File: src/rtl/vga_timing_gen.sv
// vga_timing_gen: VGA raster timing generator with a pixel-RAM read port.
//
// A horizontal/vertical counter pair walks the raster with hc=vc=0 at the
// first visible pixel. One register stage later the RAM address and read
// strobe are issued. The timing flags then travel through a RAM_LAT-deep
// shift register, so hsync/vsync/de/frame_start/vblank and the colours
// captured from pixel_in appear RAM_LAT+1 cycles after the counter state
// that produced them.
//
// Ports:
//   clk          pixel clock
//   clr          asynchronous active-high reset
//   en           run enable; en=0 synchronously clears counters and pipeline
//   test_mode    (VGA_TEST_PATTERN_EN only) colour-bar test pattern select
//   pixel_in     RAM read data, packed {r,g,b}
//   col_address  pixel RAM column (0 outside active video)
//   row_address  pixel RAM row    (0 outside active video)
//   rd           RAM read strobe
//   red/green/blue  pixel colour, 0 when de=0
//   hsync/vsync  sync outputs, active level HS_POL/VS_POL
//   de           data enable
//   frame_start  one-cycle pulse on the first pixel of a frame
//   vblank       vertical blanking flag
//
// Optional feature macro: VGA_TEST_PATTERN_EN adds test_mode and an
// 8-bar colour pattern; RAM reads are suppressed while it is selected.

module vga_timing_gen #(
  parameter int H_ACTIVE = 640,
  parameter int H_FP     = 16,
  parameter int H_SYNC   = 96,
  parameter int H_BP     = 48,
  parameter int V_ACTIVE = 480,
  parameter int V_FP     = 10,
  parameter int V_SYNC   = 2,
  parameter int V_BP     = 33,
  parameter int HS_POL   = 0,
  parameter int VS_POL   = 0,
  parameter int RAM_LAT  = 1,
  parameter int R_W      = 3,
  parameter int G_W      = 3,
  parameter int B_W      = 2,
  parameter int COL_W    = 10,
  parameter int ROW_W    = 9
) (
  input  logic                     clk,
  input  logic                     clr,
  input  logic                     en,
`ifdef VGA_TEST_PATTERN_EN
  input  logic                     test_mode,
`endif
  input  logic [R_W+G_W+B_W-1:0]   pixel_in,
  output logic [COL_W-1:0]         col_address,
  output logic [ROW_W-1:0]         row_address,
  output logic                     rd,
  output logic [R_W-1:0]           red,
  output logic [G_W-1:0]           green,
  output logic [B_W-1:0]           blue,
  output logic                     hsync,
  output logic                     vsync,
  output logic                     de,
  output logic                     frame_start,
  output logic                     vblank
);

  localparam int H_TOTAL  = H_ACTIVE + H_FP + H_SYNC + H_BP;
  localparam int V_TOTAL  = V_ACTIVE + V_FP + V_SYNC + V_BP;
  localparam int HC_W     = $clog2(H_TOTAL);
  localparam int VC_W     = $clog2(V_TOTAL);
  localparam int HS_START = H_ACTIVE + H_FP;
  localparam int HS_END   = HS_START + H_SYNC;
  localparam int VS_START = V_ACTIVE + V_FP;
  localparam int VS_END   = VS_START + V_SYNC;
  localparam int PIX_W    = R_W + G_W + B_W;
  localparam logic HS_ON  = (HS_POL != 0) ? 1'b1 : 1'b0;
  localparam logic VS_ON  = (VS_POL != 0) ? 1'b1 : 1'b0;

  localparam logic [HC_W-1:0] H_LAST = HC_W'(H_TOTAL - 1);
  localparam logic [VC_W-1:0] V_LAST = VC_W'(V_TOTAL - 1);

  // Per-pixel flags carried down the delay pipeline. hs/vs hold the final
  // output levels so the last stage drives the pins directly.
  typedef struct packed {
    logic       de;
    logic       hs;
    logic       vs;
    logic       fs;
    logic       vb;
`ifdef VGA_TEST_PATTERN_EN
    logic       tm;
    logic [2:0] bar;
`endif
  } flags_t;

`ifdef VGA_TEST_PATTERN_EN
  localparam int     BAR_W = H_ACTIVE / 8;
  localparam flags_t IDLE  = {1'b0, ~HS_ON, ~VS_ON, 2'b00, 4'b0000};
`else
  localparam flags_t IDLE  = {1'b0, ~HS_ON, ~VS_ON, 2'b00};
`endif

  logic [HC_W-1:0]  hc;
  logic [VC_W-1:0]  vc;
  logic [31:0]      hc_u;
  logic [31:0]      vc_u;
  logic             active;
  logic             rd_nxt;
  flags_t           nxt;
  flags_t           stg [RAM_LAT+1];  // stg[0]: address stage, stg[RAM_LAT]: outputs
  logic [PIX_W-1:0] pix_nxt;
  logic [PIX_W-1:0] pix_q;

  always_comb begin
    hc_u   = 32'(hc);
    vc_u   = 32'(vc);
    active = (hc_u < H_ACTIVE) && (vc_u < V_ACTIVE);
    nxt    = IDLE;
    nxt.de = active;
    nxt.hs = (hc_u >= HS_START && hc_u < HS_END) ? HS_ON : ~HS_ON;
    nxt.vs = (vc_u >= VS_START && vc_u < VS_END) ? VS_ON : ~VS_ON;
    nxt.fs = (hc_u == 0) && (vc_u == 0);
    nxt.vb = (vc_u >= V_ACTIVE);
    rd_nxt = active;
`ifdef VGA_TEST_PATTERN_EN
    nxt.tm  = test_mode;
    nxt.bar = 3'(hc_u / 32'(BAR_W));
    rd_nxt  = active & ~test_mode;
`endif
  end

  // Colour capture uses the flags one stage before the output so that the
  // colour register and the output flags load on the same edge.
  always_comb begin
    pix_nxt = stg[RAM_LAT-1].de ? pixel_in : '0;
`ifdef VGA_TEST_PATTERN_EN
    if (stg[RAM_LAT-1].tm) begin
      pix_nxt = stg[RAM_LAT-1].de
              ? {{R_W{stg[RAM_LAT-1].bar[2]}},
                 {G_W{stg[RAM_LAT-1].bar[1]}},
                 {B_W{stg[RAM_LAT-1].bar[0]}}}
              : '0;
    end
`endif
  end

  always_ff @(posedge clk or posedge clr) begin
    if (clr) begin
      hc          <= '0;
      vc          <= '0;
      rd          <= 1'b0;
      col_address <= '0;
      row_address <= '0;
      pix_q       <= '0;
      for (int unsigned i = 0; i < RAM_LAT + 1; i++) stg[i] <= IDLE;
    end else if (!en) begin
      hc          <= '0;
      vc          <= '0;
      rd          <= 1'b0;
      col_address <= '0;
      row_address <= '0;
      pix_q       <= '0;
      for (int unsigned i = 0; i < RAM_LAT + 1; i++) stg[i] <= IDLE;
    end else begin
      if (hc == H_LAST) begin
        hc <= '0;
        vc <= (vc == V_LAST) ? '0 : vc + 1'b1;
      end else begin
        hc <= hc + 1'b1;
      end
      rd          <= rd_nxt;
      col_address <= active ? COL_W'(hc) : '0;
      row_address <= active ? ROW_W'(vc) : '0;
      stg[0]      <= nxt;
      for (int unsigned i = 1; i < RAM_LAT + 1; i++) stg[i] <= stg[i-1];
      pix_q       <= pix_nxt;
    end
  end

  assign de          = stg[RAM_LAT].de;
  assign hsync       = stg[RAM_LAT].hs;
  assign vsync       = stg[RAM_LAT].vs;
  assign frame_start = stg[RAM_LAT].fs;
  assign vblank      = stg[RAM_LAT].vb;
  assign red         = pix_q[PIX_W-1 -: R_W];
  assign green       = pix_q[G_W+B_W-1 -: G_W];
  assign blue        = pix_q[B_W-1:0];

endmodule

File: config.mk
export PLATFORM = sky130hd
export DESIGN_NAME = vga_timing_gen
export DESIGN_NICKNAME = d
export VERILOG_FILES = /design/src/rtl/vga_timing_gen.sv
export SDC_FILE = /design/constraint.sdc
export NUM_CORES = 1
export LEC_CHECK = 0
export BUFFER_PORTS_ARGS = -buffer_cell sky130_fd_sc_hd__clkbuf_2
export CORE_ASPECT_RATIO = 2
export CORE_MARGIN = 2
export CORE_UTILIZATION = 45
export CTS_CLUSTER_SIZE = 24
export DETAILED_ROUTE_END_ITERATION = 16
export MAX_ROUTING_LAYER = met4
export PLACE_DENSITY = 0.79
export SLEW_MARGIN = 0
export SYNTH_ARGS = -nofsm -noshare
export SYNTH_HDL_FRONTEND = slang
export SYNTH_SLANG_ARGS = --single-unit
File: constraint.sdc
create_clock -name clk -period 6.23 [get_ports clk]
set_input_delay 0 -clock clk [delete_from_list [all_inputs] [get_ports clk]]
set_output_delay 0 -clock clk [all_outputs]
set_load 0.01 [all_outputs]
==> reports/qor.txt <==
worst hold path type: in2reg
Synth Flop Type: dfrtp_1
Std-Cell Rows: 37
Fillers: 426
I/O pins: 44
worst slack at placement: 4.03 ns
root buffer cell: clkbuf_8
M3 GR Usage: 4.46%
Core Region: 5090 sq um
vias in the first global route: 1,809
area grow syn2layout: 24.2%
GRT Overall Usage: 19.1%
# setup viols final: 0
die area: 5900 sq um
Final Non-Filler Cells: 324
global placement routability congestion: 0.899
Slew headroom: 51.5%
maximum vdd drop: 175 uV
Fmax: 0.447 GHz
worst skew pair latency: 0.33 ns
Worst Path Buf+Inv: 0
routed wire length: 4940 microns
port bufs: 43
Post-synth EDFFs: 0
first drt pass iteration count: 4
DRT iter0 DRCs: 63
YS warnings: 0
# Max-Cap Violations: 0
final period utilization: 35.9%
Pwr Density: 266 nW/um^2
startpoint types: flip-flop
Leak Pwr: 0.00147 uW
CP most frequent cell: o31ai_1
first-pass GRT wire length: 8300 microns
most area-consuming cells after synthesis: dfrtp_1 (56%), and2_1 (6.6%), dfstp_2 (4.4%)
H-tree depth reported by CTS: 3
status: finished, final reports clean
largest net degree at the start of global routing: 58
Mapped Nets: 219
DRC: 0
post-route setup slack: 3.99 ns
CP cell instances: or4_1 -> o31ai_1 -> nor2b_1 -> o21ai_0 -> o31ai_1
Final min period: 2.24 ns
Setup CP Type: reg2reg
Mapped Area: 2370 sq um
DP Cell Count: 299
Die H: 107 microns
CTS tree: built
fin. max-slew vios: 0
Routed WL per cell: 15.2 microns
Syn Area/Cell: 11.7 sq um
Longest Clk Path Bufs: 2
Worst-Margin Slew: 0.722 ns
M2 GR Usage: 33.2%
largest incremental delay on the critical path: 0.68 ns
number of library cell types mapped by synthesis: 43
initial antenna violation count: 0
post-synthesis register bit count: 57
clk slew on worst S/H paths: 0.06 ns
post-CTS setup buffer count: 0
Final #Nets: 277
chip width: 55.3 microns
clk_skew: 0.00978 ns
vias: 1,731
number of antenna cells inserted: 0
Initial Utilization: 46.6%
Post-DRT Antenna Nets: 0
CP endpoint kind: flip-flop
Vias/cell: 5.34
Synth top area share: 55.9%
met1 Usage GRT: 17.8%
final core utilization: 57.8%
most common cell in the synthesized netlist: dfrtp_1
setup_tns: 0 ns
most instantiated cells after synthesis: dfrtp_1 (53), and2_1 (25), inv_1 (11), nor2_1 (11)
Worst Path Arrival: 2.44 ns
GR Overflow Total: 0
CP max-delay cell: o31ai_1
# resized after CTS: 0
Critical Path RT: 6.43 ns
delay-heaviest family, CP: compound AO/OA/AOI/OAI gates
Async SR Flop Fraction: 100%
Seq/Total Area, Yosys: 60.4%
clock sinks: 57
Synth Instances: 203
post-DP HPWL: 3310 microns
Critical Path Fanout Max: 6
unrepaired setup endpoints after global routing: false
share of layout cells above drive strength 1: 27.1%
CTS Hold Buffers Added: 9
gr busiest metal: met2
TritonCTS Buffers: 9
Yosys top cell by area: dfrtp_1
final hold vios: 0
-- final cells by class --
cell class | instances | area (sq um) | share of cell area, %
Multi-Input combinational cell | 128 | 862 | 29.3
Clock buffer | 14 | 183 | 6.20
Clock inverter | 2 | 35.0 | 1.19
Inverter | 11 | 41.3 | 1.40
Timing Repair Buffer | 54 | 320 | 10.9
Tap cell | 58 | 72.6 | 2.46
Sequential cell | 57 | 1430 | 48.6
-- sequential cells by signal, summed over array words and instances (netlist names) --
| register | cells |
|---|---|
| pix_q | 8 |
| vsync | 1 |
| stg | 4 |
| row_address | 9 |
| col_address | 10 |
| vc | 10 |
| hc | 10 |
| frame_start | 1 |
| hsync | 1 |
| rd | 1 |
| de | 1 |
| vblank | 1 |
-- final timing paths --
check	slack, ns	depth (start not counted)	to	start
worst max-delay path	3.99	5	vc[3]	vc[6]
worst min-delay path	0.15	2	vsync	en
worst max register to register	3.99	5	vc[3]	vc[6]
worst min register to register	0.46	1	vblank	stg[5]
max in group asynchronous	5.38	4	col_address[4]	clr
min in group asynchronous	0.39	4	pix_q[7]	clr
-- report_power, final --
group | leakage, uW | internal (uW) | switching (uW)
Combinational | 0.000588 | 16.4 | 23.3
Sequential | 0.000770 | 377 | 4.13
Clock | 0.000113 | 228 | 134
-- layer usage --
layer / vias up / wire length, microns
met5: - / 0
met4: 0 / 264
met3: 23 / 221
met2: 69 / 2730
met1: 827 / 1720
li1: 812 / -
-- logic make-up after synthesis --
logic type / Yosys count / share of synthesized area, %
simple gates: 90 / 23.0
flops: 57 / 60.4
compound gates: 24 / 7.44
buf+inv: 18 / 3.27
xor+xnor: 9 / 3.32
fa+ha+maj: 5 / 2.64
-- stage by stage --
stage	hold WS (ns)	total power (uW)	instance area [sq um]
after global placement	0.202	422	2640
after floorplan	0.124	408	2370
after detailed placement	0.213	423	2640
final	0.151	783	2950
after CTS	0.137	792	2950
after global routing	0.214	816	2950
-- cell usage in the layout (no fill, tap or decap), drive strengths merged, types with 3 or more instances in the layout --
master       count
clkbuf          57
dfrtp           53
and2            25
nor2            11
inv             11
and3            10
nand3            9
o21ai            9
dlygate4sd3      9
nand2            6
xnor2            6
ha               5
o31ai            4
nor2b            4
nand2b           4
dfstp            4
or3              4
a21oi            3
xor2             3
nor4             3
(Power assumes the default switching activity.)
